File: src/rtl/verilab_i2c_pkg.sv
// rtl/verilab_i2c_pkg.sv - shared types and constants for the byte-level I2C master
package verilab_i2c_pkg;

  localparam int BITS_PER_BYTE = 8;

  typedef enum logic [1:0] {
    CMD_START = 2'd0,
    CMD_STOP  = 2'd1,
    CMD_WRITE = 2'd2,
    CMD_READ  = 2'd3
  } i2c_cmd_e;

  typedef enum logic [2:0] {
    ST_IDLE,
    ST_START,
    ST_BIT,
    ST_ACK,
    ST_STOP,
    ST_RESP
  } i2c_state_e;

  typedef logic [1:0] quarter_t;

  localparam quarter_t Q0 = 2'd0;
  localparam quarter_t Q1 = 2'd1;
  localparam quarter_t Q2 = 2'd2;
  localparam quarter_t Q3 = 2'd3;

endpackage

File: src/rtl/verilab_i2c_tick_gen.sv
// rtl/verilab_i2c_tick_gen.sv - quarter-period tick counter with SCL stretch hold
module verilab_i2c_tick_gen #(
  parameter int CLK_DIV = 250
) (
  input  logic       clk,
  input  logic       reset_n,
  input  logic       enable,
  input  logic       stretch_hold,
  output logic       quarter_done,
  output logic [1:0] quarter
);

  localparam int CW = (CLK_DIV > 2) ? $clog2(CLK_DIV) : 1;
  localparam logic [CW-1:0] LAST = CW'(CLK_DIV - 1);

  logic [CW-1:0] cnt;

  assign quarter_done = enable && !stretch_hold && (cnt == LAST);

  // A stretched quarter restarts its count once the slave lets SCL go high.
  always_ff @(posedge clk or negedge reset_n) begin
    if (!reset_n) begin
      cnt     <= '0;
      quarter <= '0;
    end else if (!enable) begin
      cnt     <= '0;
      quarter <= '0;
    end else if (stretch_hold) begin
      cnt     <= '0;
    end else if (quarter_done) begin
      cnt     <= '0;
      quarter <= quarter + 2'd1;
    end else begin
      cnt     <= cnt + 1'b1;
    end
  end

endmodule

File: src/rtl/verilab_i2c_master.sv
// rtl/verilab_i2c_master.sv - byte-level I2C master sequencing the core-side pad signals
module verilab_i2c_master #(
  parameter int CLK_DIV = 250
) (
  input  logic       clk,
  input  logic       reset_n,
  input  logic       cmd_valid,
  output logic       cmd_ready,
  input  logic [1:0] cmd,
  input  logic [7:0] wr_data,
  input  logic       ack_in,
  output logic       rsp_valid,
  output logic [7:0] rd_data,
  output logic       ack_out,
  output logic       rsp_err,
  output logic       arb_lost,
  output logic       bus_owned,
  input  logic       core_i2c_scl_in,
  output logic       core_i2c_scl_out,
  output logic       core_i2c_scl_en,
  input  logic       core_i2c_sda_in,
  output logic       core_i2c_sda_out,
  output logic       core_i2c_sda_en
);

  import verilab_i2c_pkg::*;

  i2c_state_e state, state_nxt;
  logic [7:0] shreg;
  logic [2:0] bit_cnt;
  logic       is_read, ack_bit, sample, err_q, arb_q;
  logic       active, quarter_done, accept, q2_end, q3_end;
  logic       arb_hit, last_bit, data_drive;
  logic [1:0] quarter;

  assign active    = state inside {ST_START, ST_BIT, ST_ACK, ST_STOP};
  assign cmd_ready = (state == ST_IDLE);
  assign accept    = cmd_valid && cmd_ready;
  assign q2_end    = quarter_done && (quarter == Q2);
  assign q3_end    = quarter_done && (quarter == Q3);
  assign last_bit  = (bit_cnt == 3'(BITS_PER_BYTE - 1));
  assign arb_hit   = (state == ST_BIT) && !is_read && shreg[7] && q2_end && !core_i2c_sda_in;

  assign rsp_valid = (state == ST_RESP);
  assign rsp_err   = rsp_valid && err_q;
  assign arb_lost  = rsp_valid && arb_q;

  assign core_i2c_scl_out = 1'b0;
  assign core_i2c_sda_out = 1'b0;

  verilab_i2c_tick_gen #(.CLK_DIV(CLK_DIV)) u_tick (
    .clk          (clk),
    .reset_n      (reset_n),
    .enable       (active),
    .stretch_hold (active && !core_i2c_scl_en && !core_i2c_scl_in),
    .quarter_done (quarter_done),
    .quarter      (quarter)
  );

  always_ff @(posedge clk or negedge reset_n) begin
    if (!reset_n) state <= ST_IDLE;
    else          state <= state_nxt;
  end

  always_comb begin
    state_nxt = state;
    case (state)
      ST_IDLE: begin
        if (accept) begin
          if (i2c_cmd_e'(cmd) == CMD_START)     state_nxt = ST_START;
          else if (!bus_owned)                  state_nxt = ST_RESP;
          else if (i2c_cmd_e'(cmd) == CMD_STOP) state_nxt = ST_STOP;
          else                                  state_nxt = ST_BIT;
        end
      end
      ST_START, ST_STOP, ST_ACK: if (q3_end) state_nxt = ST_RESP;
      ST_BIT: begin
        if (arb_hit)                 state_nxt = ST_RESP;
        else if (q3_end && last_bit) state_nxt = ST_ACK;
      end
      default: state_nxt = ST_IDLE;
    endcase
  end

  assign data_drive = (state == ST_BIT) ? (!is_read && !shreg[7]) : (is_read && !ack_bit);

  // Between commands an owned bus keeps SCL low so no slave sees a spurious clock.
  always_comb begin
    core_i2c_scl_en = bus_owned;
    core_i2c_sda_en = 1'b0;
    case (state)
      ST_START: begin
        core_i2c_scl_en = (quarter == Q0) ? bus_owned : (quarter == Q3);
        core_i2c_sda_en = quarter inside {Q2, Q3};
      end
      ST_BIT, ST_ACK: begin
        core_i2c_scl_en = quarter inside {Q0, Q3};
        core_i2c_sda_en = data_drive;
      end
      ST_STOP: begin
        core_i2c_scl_en = (quarter == Q0);
        core_i2c_sda_en = quarter inside {Q0, Q1};
      end
      default: ;
    endcase
  end

  // The Q2 sample is shifted in at Q3 so SDA never changes while SCL is high.
  always_ff @(posedge clk or negedge reset_n) begin
    if (!reset_n) begin
      shreg     <= '0;
      bit_cnt   <= '0;
      is_read   <= 1'b0;
      ack_bit   <= 1'b0;
      sample    <= 1'b0;
      err_q     <= 1'b0;
      arb_q     <= 1'b0;
      rd_data   <= '0;
      ack_out   <= 1'b0;
      bus_owned <= 1'b0;
    end else begin
      if (accept) begin
        shreg   <= wr_data;
        bit_cnt <= '0;
        is_read <= (i2c_cmd_e'(cmd) == CMD_READ);
        ack_bit <= ack_in;
        arb_q   <= 1'b0;
        err_q   <= (i2c_cmd_e'(cmd) != CMD_START) && !bus_owned;
      end
      if (q2_end) sample <= core_i2c_sda_in;
      case (state)
        ST_START: if (q3_end) bus_owned <= 1'b1;
        ST_STOP:  if (q3_end) bus_owned <= 1'b0;
        ST_BIT: begin
          if (arb_hit) begin
            arb_q     <= 1'b1;
            bus_owned <= 1'b0;
          end else if (q3_end) begin
            shreg   <= {shreg[6:0], sample};
            bit_cnt <= bit_cnt + 3'd1;
          end
        end
        ST_ACK: begin
          if (q2_end && !is_read)     ack_out <= core_i2c_sda_in;
          else if (q3_end && is_read) rd_data <= shreg;
        end
        default: ;
      endcase
    end
  end

endmodule

File: config.mk
export PLATFORM = sky130hd
export DESIGN_NAME = verilab_i2c_master
export DESIGN_NICKNAME = d
export VERILOG_FILES = /design/src/rtl/verilab_i2c_pkg.sv /design/src/rtl/verilab_i2c_tick_gen.sv /design/src/rtl/verilab_i2c_master.sv
export SDC_FILE = /design/constraint.sdc
export NUM_CORES = 1
export LEC_CHECK = 0
export BUFFER_PORTS_ARGS = -buffer_cell sky130_fd_sc_hd__buf_2
export CAP_MARGIN = 5
export CORE_MARGIN = 2
export CORE_UTILIZATION = 60
export DETAILED_ROUTE_END_ITERATION = 12
export PLACE_DENSITY_LB_ADDON = 0.25
export SLEW_MARGIN = 20
export SYNTH_ARGS = -nofsm -noshare
export SYNTH_HDL_FRONTEND = slang
export SYNTH_SLANG_ARGS = --single-unit
File: constraint.sdc
create_clock -name clk -period 4 [get_ports clk]
set_input_delay 0.8 -clock clk [delete_from_list [all_inputs] [get_ports clk]]
set_output_delay 0.8 -clock clk [all_outputs]
set_load 0.1 [all_outputs]
# [Yosys cells after proc, flatten, opt, wreduce, memory -nomap -nowiden]
# Index checks and enable logic that the tools add are counted.
[totals] ff_bits=39 inputBits=16
[classes] muxes=33 n_eq_ne=20 n_reduce_logical=43 n_addsub=3 n_bitwise=1
[op_table] cell="2-to-1 mux 8 bit" count=7
[op_table] cell="2-to-1 mux 3 bit" count=11
[op_table] cell="logical AND 1 bit" count=19
[op_table] cell="!= test 2 bit, second input constant" count=5
[op_table] cell="equality test 3 bit, second input constant" count=3
[op_table] cell="case mux 1 bit (3 select lines)" count=3
[op_table] cell="case mux 3 bit (3 select lines)" count=1
[op_table] cell="adder 8 x 1 -> 8 bit, second input constant" count=1
[op_table] cell="equality test 8 bit, second input constant" count=1
[op_table] cell="zero test 1 bit" count=8
[op_table] cell="2-to-1 mux 1 bit" count=8
[op_table] cell="nonzero test 2 bit" count=4
[op_table] cell="equality test 2 bit, second input constant" count=3
[op_table] cell="equality test 3 x 2 -> 1 bit, second input constant" count=2
[op_table] cell="2-to-1 mux 2 bit" count=3
[op_table] cell="AND reduction 3 bit" count=2
[op_table] cell="equality test 2 x 1 -> 1 bit, second input constant" count=2
[op_table] cell="zero test 2 bit" count=2
[op_table] cell="!= test 2 x 1 -> 1 bit, second input constant" count=2
[op_table] cell="AND reduction 2 bit" count=2
[op_table] cell="AND reduction 4 bit" count=1
[op_table] cell="nonzero test 4 bit" count=1
[op_table] cell="adder 3 x 1 -> 3 bit, second input constant" count=1
[op_table] cell="equality test 3 x 1 -> 1 bit, second input constant" count=1
[op_table] cell="7 further kinds" count=7

# [Longest topological paths before layout]
# Gate-level depths: netlist of run 1.
[logic_depth] word_depth=14 mapped_depth=8 mapped_depth_nobuf=7

# [By module]
# Synthesis of run 1 repeated with hierarchy kept, for this count alone.
[hier_totals] cells_unflattened=210 area_unflattened_um2=2155.8
[by_module_without_submodules] mod="verilab_i2c_master" cells_each=155 instances=1 area_per_inst_um2=1612.8 seq_area_each_um2=725.7
[by_module_without_submodules] mod="verilab_i2c_tick_gen" cells_each=55 instances=1 area_per_inst_um2=543.0 seq_area_each_um2=250.2

# [Least setup slack after synthesis of run 1]
# Ideal clock, no wire load.
[synth_timing] path_type="register to output" start="register state[0]" end="output port core_i2c_scl_en" path_buffers=0 required_time_ps=3200 stages_incl_launch_ff=5 setup_slack_ps=-687 arrival_time_ps=3887 cell_sequence="dfrtp_1 > nor3_1 > nand2b_1 > nand2_1 > o2111ai_1"
[synth_between] elab_chain_cells=3 elab_cells_between_ends=6
[synth_rtl] item="from (decl)" line="verilab_i2c_master.sv:28" text="i2c_state_e state, state_nxt;"
[synth_rtl] item="from (signal assigned)" line="verilab_i2c_master.sv:62" text="else state <= state_nxt;"
[synth_rtl] item="equality test 3 x 2 -> 1 bit" line="verilab_i2c_master.sv:91" text="case (state)"
[synth_rtl] item="OR reduction 2 bit" line="verilab_i2c_master.sv:91"
[synth_rtl] item="case mux 1 bit (3 select lines) *" line="verilab_i2c_master.sv:91"
[synth_rtl] item="to (decl)" line="verilab_i2c_master.sv:20" text="output logic core_i2c_scl_en,"
# Mark *: on every way between the ends. The rest lies on a longest branch, timed or not.

# [Worst setup path in the final report of run 1]
[layout_timing] start="register u_tick.quarter[0]" end="output port core_i2c_scl_en"
[layout_between] elab_chain_cells=3 elab_cells_between_ends=5
[layout_rtl] item="from (decl)" line="verilab_i2c_tick_gen.sv:10" text="output logic [1:0] quarter"
[layout_rtl] item="from (signal assigned)" line="verilab_i2c_tick_gen.sv:32" text="quarter <= quarter + 2'd1;"
[layout_rtl] item="equality test 2 bit or zero test 2 bit (tied branches)" line="verilab_i2c_master.sv:93, verilab_i2c_master.sv:97, verilab_i2c_master.sv:101"
[layout_rtl] item="nonzero test 2 bit or 2-to-1 mux 1 bit (tied branches)" line="verilab_i2c_master.sv:97, verilab_i2c_master.sv:93"
[layout_rtl] item="case mux 1 bit (3 select lines) *" line="verilab_i2c_master.sv:91"
# Marks and branches as above.

==> results of run 1 <==
cell usage after synthesis, drive strengths merged, types with 2 or more instances:
| cell type | count | share of area [%] |
|---|---|---|
| a21o | 2 | 0.70 |
| buf | 6 | 2.3 |
| nor2 | 17 | 3.3 |
| ha | 8 | 4.7 |
| nand4 | 2 | 0.58 |
| o21ai | 19 | 5.6 |
| dfrtp | 39 | 45 |
| xnor2 | 4 | 1.6 |
| and2 | 2 | 0.58 |
| nor4b | 2 | 1.8 |
| inv | 7 | 1.2 |
| nor3 | 5 | 1.2 |
| o2111ai | 2 | 1.6 |
| nor2b | 2 | 0.58 |
| a21oi | 2 | 0.47 |
| o21a | 2 | 0.70 |
| xor2 | 3 | 1.2 |
| mux2i | 11 | 5.1 |
| nand3 | 7 | 1.6 |
| and3 | 4 | 1.2 |
| mux2 | 11 | 5.8 |
| clkbuf | 5 | 0.87 |
| or3b | 3 | 1.3 |
| nand2 | 23 | 4.1 |
| a31oi | 3 | 0.87 |
stage by stage:
stage	power (W)	hold WS [ns]	cell area (sq um)	worst slack [ns]	instances
after global routing	0.000638	0.516	2360	0.946	281
after detailed placement	0.000428	0.462	2310	1.41	273
final	0.000616	0.487	2360	1.02	281
after floorplan	0.000414	0.441	2160	0.238	206
after CTS	0.000621	0.490	2360	1.02	281
after global placement	0.000428	0.463	2310	1.47	273
cell type report:
cell class / instances / area, sq um / area share, %
clock buffers: 6 / 41.3 / 1.75
flip-flops and latches: 39 / 976 / 41.3
clock inverters: 2 / 12.5 / 0.529
multi-input cells: 149 / 1090 / 46.0
well taps: 46 / 57.6 / 2.43
repair buffers: 32 / 163 / 6.88
inverters: 7 / 26.3 / 1.11
layer usage:
metal	vias to the layer above	global-route usage [%]
met3	6	4.75
met2	39	34.2
met4	0	7.88
li1	778	-
met5	-	0
met1	753	30.4
power breakdown:
part | leakage, nW | switching [W] | internal (W)
combinational | 0.651 | 0.0000196 | 0.00000609
sequential | 0.530 | 0 | 0.000394
clock | 0.0282 | 0.000128 | 0.0000678
state kept, by name (all words and copies together), names as in the netlist:
name	flops
ack_bit	1
ack_out	1
arb_q	1
bit_cnt	3
bus_owned	1
err_q	1
is_read	1
rd_data	8
sample	1
shreg	8
state	3
u_tick.cnt	8
u_tick.quarter	2
worst max path at each step:
stage | start | endpoint | slack (ns) | cells past startpoint
after floorplan | bus_owned$_DFFE_PN0P_ | core_i2c_scl_en | 0.24 | 3
final | u_tick.quarter[0]$_DFFE_PN0P_ | core_i2c_scl_en | 1.02 | 5
after global placement | u_tick.quarter[0]$_DFFE_PN0P_ | core_i2c_scl_en | 1.47 | 5
after CTS | u_tick.quarter[0]$_DFFE_PN0P_ | core_i2c_scl_en | 1.02 | 5
after detailed placement | u_tick.quarter[0]$_DFFE_PN0P_ | core_i2c_scl_en | 1.41 | 5
after global routing | u_tick.quarter[0]$_DFFE_PN0P_ | core_i2c_scl_en | 0.95 | 5
critical path, stage by stage (launching register included):
cell and delay (ns):
dfrtp_1 0.42, inv_1 0.09, ha_1 0.31, or3b_1 0.43, o2111ai_1 0.12, buf_2 0.46
layout by cell type, fill, tap and decap left out, types with 2 or more instances in the layout:
cell and count:
dfrtp_1 39, buf_2 31, nand2_1 22, nor2_1 16
mux2i_1 11, mux2_1 10, o21ai_0 8, ha_1 8
inv_1 7, o21ai_2 7, nand3_1 7, clkbuf_4 5
o21ai_1 4, nor3_1 4, and3_1 4, xnor2_1 4
a31oi_1 3, xor2_1 3, nand4_1 2, o21a_1 2
nor2b_1 2, and2_1 2, a21o_1 2, a21oi_1 2
conb_1 2
kinds of logic (layout without fill, tap and decap cells):
| kind of cell | count (synthesis) | count (layout) | synth area share, % |
|---|---|---|---|
| AND/OR/NAND/NOR | 74 | 74 | 19.1 |
| multiplexers | 22 | 22 | 10.9 |
| other | 1 | 2 | 0.174 |
| adder cells (fa/ha/maj) | 8 | 8 | 4.65 |
| AO/OA/AOI/OAI | 36 | 36 | 12.5 |
| XOR/XNOR | 7 | 7 | 2.85 |
| flip-flops | 39 | 39 | 45.4 |
| buffers and inverters | 18 | 47 | 4.42 |
==> metrics.yaml, run 1 <==
outcome:
  status: "complete, no violations"
clock_network:
  ctsResizeCount: 0
  cts_buffers: 5
  tritoncts: "built"
  htree_levels: 2
  clk_pin_slew_ns: 0.12
  cts_root_buf: "clkbuf_4"
  clockBufferDepth: 2
  hold_buffers: 0
  clock_latency_ns: 0.35
  cts_setup_buffers: 0
  clock_sinks: 39
pwr:
  ir_drop_mv: 0.208
  power_density_mw_per_mm2: 260
  leakagePower_nw: 1.21
yosys:
  yosys_most_used_dff: "dfrtp_1"
  syn_area_sq_mm: 0.00215
  yosysSeqAreaShare_pct: 45.4
  ys_types: 50
  synth_edf_count: 0
  synth_seq_cells: 39
  async_flop_share_pct: 100
  yosysWarnings: 0
  syn_inst: 205
  avgSynthCellArea_sq_um: 10.5
worst_hold_path:
  worstHoldStart: "arb_q$_DFF_PN0_"
  worstHoldPathCells: 1
  holdPathEnd: "arb_q$_DFF_PN0_"
  hp-class: "reg -> reg"
placed_design:
  port_buffers: 31
  place.gp.congestion: 0.874
  place.detailed.hpwl_mm: 2.88
timing:
  max_slew.worst_pin.slew_ns: 0.858
  period_needed_ns: 2.98
  hold_viol: 0
  slew_headroom_pct: 42.8
  skew_ns: 0.0137
  post-route-period-util_pct: 74.6
  report.final.slew_viol_count: 0
  tns_ns: 0
  setup_viol: 0
  grt_setup_unrepaired: "false"
  fmax_ghz: 0.335
setup_path:
  criticalPathCategory: "reg -> out"
  path_max_fanout: 4
  r2r_setup_slack_ns: 1.65
  r2r_start: "u_tick.quarter[0]$_DFFE_PN0P_"
  cp.arrival_ns: 2.18
  start_kind: "flip-flop"
  rr_endpoint: "rd_data[6]$_DFFE_PN0P_"
  r2r.worst_path.cells: 7
  worstSetupEndpointType: "output port"
  worstPathRequired_ns: 3.20
drt:
  drtPass1Iterations: 5
  first_iter_violations: 79
  top_layer: "met4"
  wl_met3_um: 182
  dr_wl_met2_mm: 1.99
  viasPerCell: 5.61
  drc: 0
  ant_nets: 0
  drt_wl_total_mm: 4.03
  wl_per_cell_um: 14.3
  wl_met1_mm: 1.80
  routed-via-count: 1576
floorplan:
  die_h_um: 63.9
  die-area_sq_mm: 0.00408
  pin_count: 34
  rows: 21
  start_util_pct: 63.5
  core_sq_mm: 0.00339
  die_w_um: 63.9
layout:
  fillCellCount: 282
  layout-drive-gt1-share_pct: 23.8
  nets: 258
  area_delta_synth_final_pct: 9.95
  n_antenna_cell: 0
  fin_util_pct: 69.8
job:
  max_cap_violations: 0
grt:
  grt_pass1_vias: 1516
  grtUsageTotal_pct: 22.0
  antenna_found_initial: 0
  grt_max_degree: 40
  overflow: 0
  grt_pass1_wl_mm: 7.00
No activity file was read; power rests on OpenSTA's default activity.
==> run 2: changes to the inputs <==
--- a/config.mk
+++ b/config.mk
@@ -8,7 +8,7 @@
 export BUFFER_PORTS_ARGS = -buffer_cell sky130_fd_sc_hd__buf_2
 export CAP_MARGIN = 5
 export CORE_MARGIN = 2
-export CORE_UTILIZATION = 60
+export CORE_UTILIZATION = 56
 export DETAILED_ROUTE_END_ITERATION = 12
 export PLACE_DENSITY_LB_ADDON = 0.25
 export SLEW_MARGIN = 20
==> constraint.sdc (replaced) <==
create_clock -name clk -period 3.1 [get_ports clk]
set_input_delay 0.62 -clock clk [delete_from_list [all_inputs] [get_ports clk]]
set_output_delay 0.62 -clock clk [all_outputs]
set_load 0.1 [all_outputs]
==> run 2 against run 1 <==
Die area grew 6.7%. Sequential cell count is the same. Cell count grew 0.71%. Power grew 68%. Clock power grew to 2.5 times the previous value. Critical endpoint unchanged. Global-route usage shrank 2.3 points. Clock skew shrank 0.0056 ns. Highest routed layer unchanged.
==> metrics.yaml, run 2 (synthesis gave the netlist of run 1 again) <==
floorplan:
  die_h_um: 66.0
  core_sq_mm: 0.00369
  start_util_pct: 58.3
  die_w_um: 66.0
  die-area_sq_mm: 0.00435
  pin_count: 34
  rows: 22
drt:
  first_iter_violations: 54
  wl_per_cell_um: 13.7
  drc: 0
  drtPass1Iterations: 4
  routed-via-count: 1591
  drt_wl_total_mm: 3.87
  ant_nets: 0
  viasPerCell: 5.62
pwr:
  leakagePower_nw: 1.25
  ir_drop_mv: 0.407
  power_density_mw_per_mm2: 420
setup_path:
  worstPathRequired_ns: 2.48
  r2r_start: "u_tick.quarter[0]$_DFFE_PN0P_"
  criticalPathCategory: "reg -> out"
  path_max_fanout: 4
  cp.arrival_ns: 2.05
  worstSetupEndpointType: "output port"
  start_kind: "flip-flop"
  r2r.worst_path.cells: 7
  startpoint: "u_tick.quarter[0]$_DFFE_PN0P_"
clock_network:
  htree_levels: 2
  cts_buffers: 5
  clock_sinks: 39
  clock_latency_ns: 0.29
  ctsResizeCount: 0
  clk_pin_slew_ns: 0.07
  cts_setup_buffers: 0
  clockBufferDepth: 2
  tritoncts: "built"
  cts_root_buf: "clkbuf_8"
  hold_buffers: 0
grt:
  grt_use_met1_pct: 26.3
  use_met3_pct: 4.60
  antenna_found_initial: 0
  grtUsageTotal_pct: 19.7
  grt.met2_usage_pct: 31.9
  grt_pass1_vias: 1448
  grt_pass1_wl_mm: 6.53
  grt_max_degree: 40
  overflow: 0
  busiest_layer: "met2"
placed_design:
  place.gp.congestion: 0.921
  port_buffers: 31
  place.detailed.hpwl_mm: 2.71
timing:
  max_slew.worst_pin.slew_ns: 0.844
  tns_ns: 0
  setup_viol: 0
  hold_viol: 0
  period_needed_ns: 2.67
  report.final.slew_viol_count: 0
  grt_setup_unrepaired: "false"
  slew_headroom_pct: 43.7
  skew_ns: 0.00816
  fmax_ghz: 0.374
  post-route-period-util_pct: 86.2
outcome:
  status: "complete, no violations"
job:
  max_cap_violations: 0
layout:
  n_antenna_cell: 0
  final_common_cell: "dfrtp_1"
  area_delta_synth_final_pct: 14.3
  fin_util_pct: 66.7
  top_regs: "rd_data (8), shreg (8), u_tick.cnt (8)"
  layout_common_cells: "39 x dfrtp_1, 31 x buf_2, 22 x nand2_1"
  nets: 258
  layout-drive-gt1-share_pct: 24.3
worst_hold_path:
  hp-class: "in -> async"
[run 2: area by class of cell]
type	count	area [sq um]
flip-flops and latches	39	976
well taps	48	60.1
clock inverters	2	60.1
clock buffers	6	72.6
fillers	305	1230
multi-input cells	149	1100
inverters	7	26.3
repair buffers	32	163
[run 2: stage by stage]
| step | area [sq um] | hold slack, ns | power (W) | instances | setup slack, ns |
|---|---|---|---|---|---|
| 2_1_floorplan | 2170 | 0.324 | 0.000534 | 206 | 0.139 |
| 3_3_place_gp | 2330 | 0.461 | 0.000553 | 275 | 0.766 |
| 3_5_place_dp | 2330 | 0.460 | 0.000553 | 275 | 0.734 |
| 4_1_cts | 2460 | 0.468 | 0.00105 | 283 | 0.414 |
| 5_1_grt | 2460 | 0.502 | 0.00108 | 283 | 0.319 |
| 6_report | 2460 | 0.437 | 0.00103 | 283 | 0.428 |
[run 2: routing by layer]
metal / vias up / wire, um
met5: - / 0
met4: 0 / 48
met3: 6 / 177
met2: 40 / 1800
met1: 770 / 1840
li1: 775 / -
[run 2: critical path: stages (launching register included)]
cell       delay, ns
dfrtp_1         0.41
inv_1           0.08
ha_1            0.30
or3b_1          0.43
o2111ai_2       0.09
buf_2           0.45
[run 2: worst paths after layout]
check | slack (ns) | endpoint
setup / recovery | 0.43 | core_i2c_scl_en
hold / removal | 0.44 | state[1]$_DFFE_PN0P_
setup reg to reg | 0.77 | bit_cnt[0]$_DFF_PN0_
hold reg to reg | 0.48 | err_q$_DFFE_PN0P_
max in group asynchronous | 2.13 | rd_data[0]$_DFFE_PN0P_
min in group clk | 0.48 | err_q$_DFFE_PN0P_
[run 2: power breakdown]
part	internal [W]	leakage [nW]	switching, W
clock	0.000322	0.0654	0.000170
sequential	0.000508	0.530	0
combinational	0.00000786	0.651	0.0000254
